`src/rtl/matrix_operand_packer_pkg.sv`:
```
// ----------------------------------------------------------------------------
// matrix_operand_packer_pkg
// Shared definitions for the matrix operand packer:
//   - state_t           : packer FSM states (LOAD_A, LOAD_B, EMIT)
//   - ELEMS_PER_MATRIX  : elements per matrix for the default 4x4 build
//   - WORDS_PER_FRAME   : packed words emitted per frame for the default build
//   - elems_per_matrix(), words_per_frame() : the same quantities for any
//     MATRIX_WIDTH, used by parameterised modules.
// ----------------------------------------------------------------------------
package matrix_operand_packer_pkg;

    typedef enum logic [1:0] {
        LOAD_A = 2'd0,
        LOAD_B = 2'd1,
        EMIT   = 2'd2
    } state_t;

    localparam int MATRIX_WIDTH_DEFAULT = 4;
    localparam int ELEMS_PER_MATRIX     = MATRIX_WIDTH_DEFAULT * MATRIX_WIDTH_DEFAULT;
    localparam int WORDS_PER_FRAME      = ELEMS_PER_MATRIX / 2;

    function automatic int elems_per_matrix(input int mw);
        return mw * mw;
    endfunction

    // Each word carries a row pair of one column from both A and B.
    function automatic int words_per_frame(input int mw);
        return (mw * mw) / 2;
    endfunction

endpackage

```
`src/rtl/matrix_operand_packer_operand_buffer.sv`:
```
// ----------------------------------------------------------------------------
// operand_buffer
// MATRIX_WIDTH x MATRIX_WIDTH element store, row-major (address = r*MW + c).
// One write port and two combinational read ports that return a vertically
// adjacent pair of elements from one column: M[row][col] and M[row+1][col].
//
// Ports:
//   clk        : clock, writes on rising edge
//   i_wr_en    : write strobe
//   i_wr_addr  : row-major write address
//   i_wr_data  : element to write
//   i_rd_row   : upper row of the pair (even, < MATRIX_WIDTH-1)
//   i_rd_col   : column of the pair
//   o_rd_data0 : M[i_rd_row][i_rd_col]
//   o_rd_data1 : M[i_rd_row+1][i_rd_col]
// ----------------------------------------------------------------------------
module operand_buffer #(
    parameter  int WIDTH        = 8,
    parameter  int MATRIX_WIDTH = 4,
    localparam int DEPTH        = MATRIX_WIDTH * MATRIX_WIDTH,
    localparam int AW           = $clog2(DEPTH)
) (
    input  logic             clk,
    input  logic             i_wr_en,
    input  logic [AW-1:0]    i_wr_addr,
    input  logic [WIDTH-1:0] i_wr_data,
    input  logic [AW-1:0]    i_rd_row,
    input  logic [AW-1:0]    i_rd_col,
    output logic [WIDTH-1:0] o_rd_data0,
    output logic [WIDTH-1:0] o_rd_data1
);

    localparam logic [AW-1:0] ROW_STRIDE = AW'(MATRIX_WIDTH);

    logic [WIDTH-1:0] r_mem [DEPTH];
    logic [AW-1:0]    w_addr0;
    logic [AW-1:0]    w_addr1;

    // Contents are deliberately not reset: a new frame always overwrites
    // every location before it is read.
    always_ff @(posedge clk) begin
        if (i_wr_en) begin
            r_mem[i_wr_addr] <= i_wr_data;
        end
    end

    assign w_addr0    = i_rd_row * ROW_STRIDE + i_rd_col;
    assign w_addr1    = w_addr0 + ROW_STRIDE;
    assign o_rd_data0 = r_mem[w_addr0];
    assign o_rd_data1 = r_mem[w_addr1];

endmodule

```
`src/rtl/matrix_operand_packer.sv`:
```
// ----------------------------------------------------------------------------
// matrix_operand_packer
// Collects matrix A then matrix B (row-major element stream) and emits
// MW*MW/2 packed words {A[r][c], A[r+1][c], B[r][c], B[r+1][c]} ordered by
// column (outer) and even row r (inner), then pulses frame_done.
//
// Ports:
//   clk, reset  : clock; asynchronous active-high reset
//   in_data     : element stream            in_valid / in_ready handshake
//   wdata       : packed word (A[r][c] MSB) w_en / w_ready handshake
//   frame_done  : one-cycle pulse after the final word of a frame transfers
//
// Optional build macro MATRIX_PACKER_STATUS_EN adds:
//   busy        : high unless idle at the start of a frame (LOAD_A, count 0)
//   frame_count : 16-bit wrapping count of completed frames
// ----------------------------------------------------------------------------
module matrix_operand_packer
    import matrix_operand_packer_pkg::*;
#(
    parameter int WIDTH        = 8,
    parameter int MATRIX_WIDTH = 4,
    parameter int NUM_ELEMENTS = 4
) (
    input  logic                          clk,
    input  logic                          reset,
    input  logic [WIDTH-1:0]              in_data,
    input  logic                          in_valid,
    output logic                          in_ready,
    output logic [NUM_ELEMENTS*WIDTH-1:0] wdata,
    output logic                          w_en,
    input  logic                          w_ready,
`ifdef MATRIX_PACKER_STATUS_EN
    output logic                          busy,
    output logic [15:0]                   frame_count,
`endif
    output logic                          frame_done
);

    localparam int ELEMS = elems_per_matrix(MATRIX_WIDTH);
    localparam int WORDS = words_per_frame(MATRIX_WIDTH);
    localparam int CW    = $clog2(ELEMS);

    localparam logic [CW-1:0] LAST_ELEM = CW'(ELEMS - 1);
    localparam logic [CW-1:0] LAST_WORD = CW'(WORDS - 1);
    localparam logic [CW-1:0] HALF_MW   = CW'(MATRIX_WIDTH / 2);

    state_t           r_state;
    state_t           w_state_next;
    logic [CW-1:0]    r_elem_cnt;
    logic [CW-1:0]    r_word_cnt;
    logic             r_frame_done;

    logic             w_elem_xfer;
    logic             w_word_xfer;
    logic             w_last_elem;
    logic             w_last_word;
    logic             w_a_wr;
    logic             w_b_wr;
    logic [CW-1:0]    w_rd_row;
    logic [CW-1:0]    w_rd_col;
    logic [WIDTH-1:0] w_a0;
    logic [WIDTH-1:0] w_a1;
    logic [WIDTH-1:0] w_b0;
    logic [WIDTH-1:0] w_b1;

    assign w_elem_xfer = in_valid && in_ready;
    assign w_word_xfer = w_en && w_ready;
    assign w_last_elem = (r_elem_cnt == LAST_ELEM);
    assign w_last_word = (r_word_cnt == LAST_WORD);
    assign w_a_wr      = w_elem_xfer && (r_state == LOAD_A);
    assign w_b_wr      = w_elem_xfer && (r_state == LOAD_B);

    // Word index -> (column, even row): column is the outer loop, so the
    // low part of the index walks row pairs within one column.
    assign w_rd_col = r_word_cnt / HALF_MW;
    assign w_rd_row = (r_word_cnt % HALF_MW) << 1;

    operand_buffer #(
        .WIDTH        (WIDTH),
        .MATRIX_WIDTH (MATRIX_WIDTH)
    ) u_buf_a (
        .clk        (clk),
        .i_wr_en    (w_a_wr),
        .i_wr_addr  (r_elem_cnt),
        .i_wr_data  (in_data),
        .i_rd_row   (w_rd_row),
        .i_rd_col   (w_rd_col),
        .o_rd_data0 (w_a0),
        .o_rd_data1 (w_a1)
    );

    operand_buffer #(
        .WIDTH        (WIDTH),
        .MATRIX_WIDTH (MATRIX_WIDTH)
    ) u_buf_b (
        .clk        (clk),
        .i_wr_en    (w_b_wr),
        .i_wr_addr  (r_elem_cnt),
        .i_wr_data  (in_data),
        .i_rd_row   (w_rd_row),
        .i_rd_col   (w_rd_col),
        .o_rd_data0 (w_b0),
        .o_rd_data1 (w_b1)
    );

    always_ff @(posedge clk or posedge reset) begin
        if (reset) begin
            r_state <= LOAD_A;
        end else begin
            r_state <= w_state_next;
        end
    end

    // wdata is driven only in EMIT and is a pure function of the word
    // index, so it holds automatically while the multiplier stalls.
    always_comb begin
        w_state_next = r_state;
        in_ready     = 1'b0;
        w_en         = 1'b0;
        wdata        = '0;
        case (r_state)
            LOAD_A: begin
                in_ready = 1'b1;
                if (in_valid && w_last_elem) begin
                    w_state_next = LOAD_B;
                end
            end
            LOAD_B: begin
                in_ready = 1'b1;
                if (in_valid && w_last_elem) begin
                    w_state_next = EMIT;
                end
            end
            EMIT: begin
                w_en  = 1'b1;
                wdata = {w_a0, w_a1, w_b0, w_b1};
                if (w_ready && w_last_word) begin
                    w_state_next = LOAD_A;
                end
            end
            default: begin
                w_state_next = LOAD_A;
            end
        endcase
    end

    // The element counter is shared by A and B; it returns to zero after
    // the last element of each matrix so it never wraps mid-frame.
    always_ff @(posedge clk or posedge reset) begin
        if (reset) begin
            r_elem_cnt   <= '0;
            r_word_cnt   <= '0;
            r_frame_done <= 1'b0;
        end else begin
            r_frame_done <= w_word_xfer && w_last_word;
            if (w_a_wr || w_b_wr) begin
                r_elem_cnt <= w_last_elem ? '0 : r_elem_cnt + 1'b1;
            end
            if (w_word_xfer) begin
                r_word_cnt <= w_last_word ? '0 : r_word_cnt + 1'b1;
            end
        end
    end

    assign frame_done = r_frame_done;

`ifdef MATRIX_PACKER_STATUS_EN
    logic [15:0] r_frame_count;

    always_ff @(posedge clk or posedge reset) begin
        if (reset) begin
            r_frame_count <= '0;
        end else if (w_word_xfer && w_last_word) begin
            r_frame_count <= r_frame_count + 16'd1;
        end
    end

    assign frame_count = r_frame_count;
    assign busy        = (r_state != LOAD_A) || (r_elem_cnt != '0);
`endif

endmodule

```
`config.mk`:
```
export PLATFORM = sky130hd
export DESIGN_NAME = matrix_operand_packer
export DESIGN_NICKNAME = d
export VERILOG_FILES = /design/src/rtl/matrix_operand_packer_pkg.sv /design/src/rtl/matrix_operand_packer_operand_buffer.sv /design/src/rtl/matrix_operand_packer.sv
export SDC_FILE = /design/constraint.sdc
export NUM_CORES = 1
export LEC_CHECK = 0
export BUFFER_PORTS_ARGS = -buffer_cell sky130_fd_sc_hd__buf_2
export CAP_MARGIN = 20
export CELL_PAD_IN_SITES_DETAIL_PLACEMENT = 0
export CELL_PAD_IN_SITES_GLOBAL_PLACEMENT = 1
export CORE_MARGIN = 4
export CORE_UTILIZATION = 44
export CTS_CLUSTER_DIAMETER = 50
export CTS_CLUSTER_SIZE = 30
export DETAILED_ROUTE_END_ITERATION = 6
export GPL_TIMING_DRIVEN = 0
export MAX_ROUTING_LAYER = met4
export PLACE_DENSITY_LB_ADDON = 0.1
export SYNTH_ARGS = -nofsm -noshare
export SYNTH_HDL_FRONTEND = slang
export SYNTH_SLANG_ARGS = --single-unit
```
`constraint.sdc`:
```
create_clock -name clk -period 3.5 [get_ports clk]
set_input_delay 0.7 -clock clk [delete_from_list [all_inputs] [get_ports clk]]
set_output_delay 0.7 -clock clk [all_outputs]
set_load 0.05 [all_outputs]
```
# [Word level (Yosys, flattened, before mapping)]
# Memory sizes are Yosys's and may differ from the RTL's.
# Cells that the tools add are included.
[op_classes] n_mux=13 n_reduce_logical=11 eq_ne=7 add_sub_neg=4
[ops] op="$mux W32" count=1
[ops] op="$add A4 B1 Y4 const B" count=2
[ops] op="$mux W4" count=2
[ops] op="$logic_and A1 B1 Y1" count=7
[ops] op="$mux W1" count=6
[ops] op="$mux W2" count=3
[ops] op="$pmux W2 S3" count=1
[ops] op="$add A4 B3 Y4" count=1
[ops] op="$add A4 B3 Y4 const B" count=1
[ops] op="$eq A4 B3 Y1 const B" count=1
[ops] op="$eq A4 B4 Y1 const B" count=1
[ops] op="$ne A2 B1 Y1 const B" count=2
[ops] op="$reduce_and A3 Y1" count=1
[ops] op="$eq A2 B1 Y1 const B" count=1
[ops] op="$eq A2 B2 Y1 const B" count=1
[ops] op="$logic_not A2 Y1" count=1
[ops] op="$ne A2 B2 Y1 const B" count=1
[ops] op="$reduce_or A2 Y1" count=1
[ops] op="$logic_or A1 B1 Y1" count=1
[word_totals] input_bits=12 memories=2 elab_cells=41 output_inout_bits=35 ff_bits=11 mem_bits_rw=256
[mem_list] name="u_buf_a.r_mem" words=16 width=8 read_ports=2 rd_ports_with_merged_regs=0 wr=1 line_no="matrix_operand_packer_operand_buffer.sv:35" source="logic [WIDTH-1:0] r_mem [DEPTH];"
[mem_list] name="u_buf_b.r_mem" words=16 width=8 read_ports=2 rd_ports_with_merged_regs=0 wr=1 line_no="matrix_operand_packer_operand_buffer.sv:35"

# [Depth between registers and ports, before layout]
[logic_depth] ltp_word=7 mapped_depth=6 mapped_depth_nobuf=4

# [Hierarchy]
# A second synthesis with hierarchy kept.
[hier_totals] cells_unflattened=562 hier_area_um2=11189.5
[by_module_without_submodules] mod="operand_buffer" seq_area_each_um2=3843.7 cells_per_inst=237 n_inst=2 area_each_um2=5221.3
[by_module_without_submodules] mod="matrix_operand_packer" seq_area_each_um2=275.3 cells_per_inst=88 n_inst=1 area_each_um2=747.0

# [Worst setup path before layout]
# Ideal clock, no wire load.
[synth_timing] path_kind="register to output" from="reg r_word_cnt[2]" to="out wdata[18]" slack_ns=1.136 t_required_ns=2.800 arrival_ns=1.664 path_stages_with_launch=7 n_path_buf=3 path_cell_list="dfrtp_1 -> buf_6 -> buf_12 -> buf_2 -> mux4_2 -> a22oi_1 -> nand2_1"
[synth_between] elab_chain_cells=4
[synth_lines] element="start: declaration" line_no="matrix_operand_packer.sv:50" source="logic [CW-1:0] r_word_cnt;"
[synth_lines] element="start signal: assignment" line_no="matrix_operand_packer.sv:160" source="r_word_cnt <= w_last_word ? '0 : r_word_cnt + 1'b1;"
[synth_lines] element="$add A4 B3 Y4" line_no="matrix_operand_packer_operand_buffer.sv:47" source="assign w_addr0 = i_rd_row * ROW_STRIDE + i_rd_col;"
[synth_lines] element="$add A4 B3 Y4" line_no="matrix_operand_packer_operand_buffer.sv:48" source="assign w_addr1 = w_addr0 + ROW_STRIDE;"
[synth_lines] element="$mem_v2 Z16 W8"
[synth_lines] element="$mux W32" line_no="matrix_operand_packer.sv:121" source="case (r_state)"
[synth_lines] element="end: declaration" line_no="matrix_operand_packer.sv:29" source="output logic [NUM_ELEMENTS*WIDTH-1:0] wdata,"
# No other way between the ends.

# [Worst setup path in the final report]
[layout_timing] from="reg r_state[0]" to="out wdata[15]"
[layout_between] elab_chain_cells=2
[layout_lines] element="start: declaration" line_no="matrix_operand_packer.sv:47" source="state_t r_state;"
[layout_lines] element="start signal: assignment" line_no="matrix_operand_packer.sv:110" source="r_state <= w_state_next;"
[layout_lines] element="$eq A2 B2 Y1" line_no="matrix_operand_packer.sv:121"
[layout_lines] element="$mux W32" line_no="matrix_operand_packer.sv:121"
# No other way between the ends.

==> flow_metrics.py <==
metrics = {
    "timing": {
        "report.final.slew_viol_count": 0,
        "fmax_ghz": 0.293,
        "max_slew.worst_pin.slew_ns": 0.965,
        "min_period_ns": 3.41,
        "slew_headroom_pct": 35.4,
        "finalCritPeriodShare_pct": 97.4,
        "fin_skew_ns": 0.0180,
        "rsz0062_at_grt": "false",
        "hold_viol": 0,
        "setup_viol": 0,
        "finalSetupTns_ns": 0,
    },
    "clock_network": {
        "cts_resized": 0,
        "hold_buffers": 0,
        "post_cts.repair.setup_buffers": 0,
        "cts_buffers": 29,
        "clk_latency_ns": 0.55,
        "ctsRootBufferMaster": "clkbuf_16",
        "cts_sinks": 267,
        "cts_tree": "yes",
        "clockBufferDepth": 3,
        "clk_pin_slew_ns": 0.07,
        "htreeDepth": 1,
    },
    "synthesis": {
        "synth_nets": 631,
        "synthTopCellsByArea": "edfxtp_1 (64%), mux4_2 (16%), mux4_1 (5.4%)",
        "synth-edff-count": 256,
        "ys_async_sr_fraction_pct": 4.12,
        "synthAdderAreaFrac_pct": 0.517,
        "synth_top_area_share_pct": 63.6,
        "yosysWarnings": 0,
        "avgSynthCellArea_sq_um": 19.7,
        "yosysSeqAreaShare_pct": 65.9,
        "synth_area_sq_mm": 0.0121,
        "synth_top_family_by_area": "multiplexers",
        "yosys.area_share.xor_xnor_pct": 0.217,
        "synth_top_area_cell": "edfxtp_1",
        "synth_ff_type": "edfxtp_1",
        "synth_mux_area_share_pct": 21.6,
        "synth_compound_area_share_pct": 4.40,
        "synth_cell_type_count": 37,
        "synth-seq-cells": 267,
        "synth_cells": 614,
        "synthSimpleGateAreaFrac_pct": 4.23,
    },
    "drt": {
        "dr.pass1.iters": 5,
        "ant_nets": 0,
        "via_per_inst": 6.52,
        "avgRoutedWirePerCell_um": 32.2,
        "drtIter0Drc": 839,
        "num_vias": 6938,
        "drcViolationCount": 0,
        "routed_wl_um": 34200,
    },
    "finish": {
        "final_cell_mix": "edfxtp_1 (256), mux4_2 (87), buf_2 (66), a22oi_1 (64), nand2_1 (46)",
        "fin_nets": 718,
        "n_antenna_cell": 0,
        "area_growth_pct": 14.7,
        "finish.instance_area_sq_mm": 0.0139,
        "drive_gt1_share_pct": 32.9,
        "final_core_util_pct": 51.3,
        "final_common_cell": "edfxtp_1",
    },
    "hold_path": {
        "hold_path_class": "input pin to async pin",
    },
    "worst_setup_path": {
        "crit_path_start_kind": "flip-flop",
        "r2r.worst_path.cells": 4,
        "cp_slowest_stage_delay_ns": 0.44,
        "cp_common_cell": "buf_2",
        "worst-path-buf-inv": 4,
        "cp_top_family": "buffers and inverters",
        "crit_chain": "buf_2 -> nor4bb_1 -> clkbuf_1 -> buf_2 -> a22oi_1 -> nand2_1 -> buf_2",
        "worstPathArrival_ns": 2.71,
        "crit_path_end_kind": "output port",
        "cp_num_cells": 7,
        "crit_type": "flip-flop to output port",
        "worstPathMaxFanout": 10,
        "slowest_stage": "buf_2",
        "crit_required_ns": 2.80,
    },
    "global_route": {
        "grt_max_degree": 33,
        "grt_usage_pct": 23.0,
        "grt_pass1_wl_um": 48800,
        "first_global_vias": 7012,
        "antenna_found_initial": 0,
        "grt.overflow.total": 0,
    },
    "placement": {
        "port_buffers": 46,
        "dpl.hpwl_um": 21800,
        "place_area_sq_mm": 0.0128,
        "place.gp.congestion": 0.843,
    },
    "floorplan": {
        "fp.dieH_um": 174,
        "io_pins": 47,
        "rows": 60,
        "coreArea_sq_mm": 0.0270,
        "die_x_um": 174,
        "start_util_pct": 44.7,
        "dieArea_sq_mm": 0.0302,
    },
    "power": {
        "p_leak_nw": 4.60,
        "ir_worst_vdd_mv": 0.369,
        "power_density_mw_per_mm2": 570,
    },
    "run_status": {
        "outcome": "complete, no violations",
    },
    "run": {
        "maxCapViolations": 0,
    },
}
[path summary, 6_finish.rpt]
| kind | start | endpoint | slack (ns) |
|---|---|---|---|
| max | r_state[0]$_DFFE_PP0P_ | wdata[15] | 0.09 |
| min | reset | r_word_cnt[0]$_DFFE_PP0P_ | 0.14 |
| max reg2reg | r_state[0]$_DFFE_PP0P_ | u_buf_a.r_mem[10][3]$_DFFE_PP_ | 1.08 |
| min reg2reg | r_elem_cnt[0]$_DFFE_PP0P_ | r_elem_cnt[0]$_DFFE_PP0P_ | 0.59 |
| max in group asynchronous | reset | r_elem_cnt[1]$_DFFE_PP0P_ | 3.04 |
| min in group clk | w_ready | r_state[1]$_DFFE_PP0P_ | 0.51 |
[per-layer routing]
metal  GRT usage, %  vias up  part of all wire (%)
li1               -     2804                     -
met3           5.61       66                    10
met4           5.18        0                   2.4
met5              -        -                     0
met1           33.3     3634                    42
met2           33.7      434                    46
[report_power, final]
| part | switching, mW | internal [mW] | total, mW |
|---|---|---|---|
| Combinational | 0.639 | 0.346 | 0.985 |
| Clock | 1.39 | 1.73 | 3.12 |
| Sequential | 0.0908 | 3.71 | 3.80 |
| Total | 2.12 | 5.78 | 7.90 |
[synth_stat cells (9+ instances only)]
| cell type | n |
|---|---|
| edfxtp_1 | 256 |
| a22oi_1 | 64 |
| clkbuf_1 | 9 |
| nand2_1 | 46 |
| mux4_1 | 25 |
| buf_2 | 22 |
| mux4_2 | 87 |
| nor2_1 | 18 |
| dfrtp_1 | 11 |
| and2_1 | 15 |
[flip-flops by register name, indices dropped and copies added, names as in the netlist]
signal,cells
frame_done,1
r_elem_cnt,4
r_state,2
r_word_cnt,4
u_buf_a.r_mem,128
u_buf_b.r_mem,128
[stage by stage]
step	std cells	hold WS [ns]	power (mW)	worst slack [ns]
after floorplan	614	0.526	4.46	1.14
after global placement	1001	0.551	4.79	0.00558
after detailed placement	1009	0.576	4.84	0.595
after CTS	1062	0.160	7.92	0.00832
after global routing	1064	0.185	8.16	0.00811
final	1064	0.145	7.90	0.0909
[logic make-up (layout without fill, tap and decap cells)]
family / after synthesis / after routing
AOI/OAI and AO/OA: 72 / 72
muxes: 112 / 112
adders and majority gates: 5 / 5
buffers and inverters: 51 / 160
and+or+nand+nor: 104 / 104
xor gates and xnor gates: 3 / 3
DFF: 267 / 267
[final cells by class]
type,count,area [sq um]
clock buffers,30,729
inverters,5,18.8
multi-input cells,296,3780
repair buffers,56,325
clock inverters,23,263
well taps,341,427
fillers,2161,13200
flip-flops and latches,267,7960
plain buffers,46,370
(Power assumes the default switching activity.)
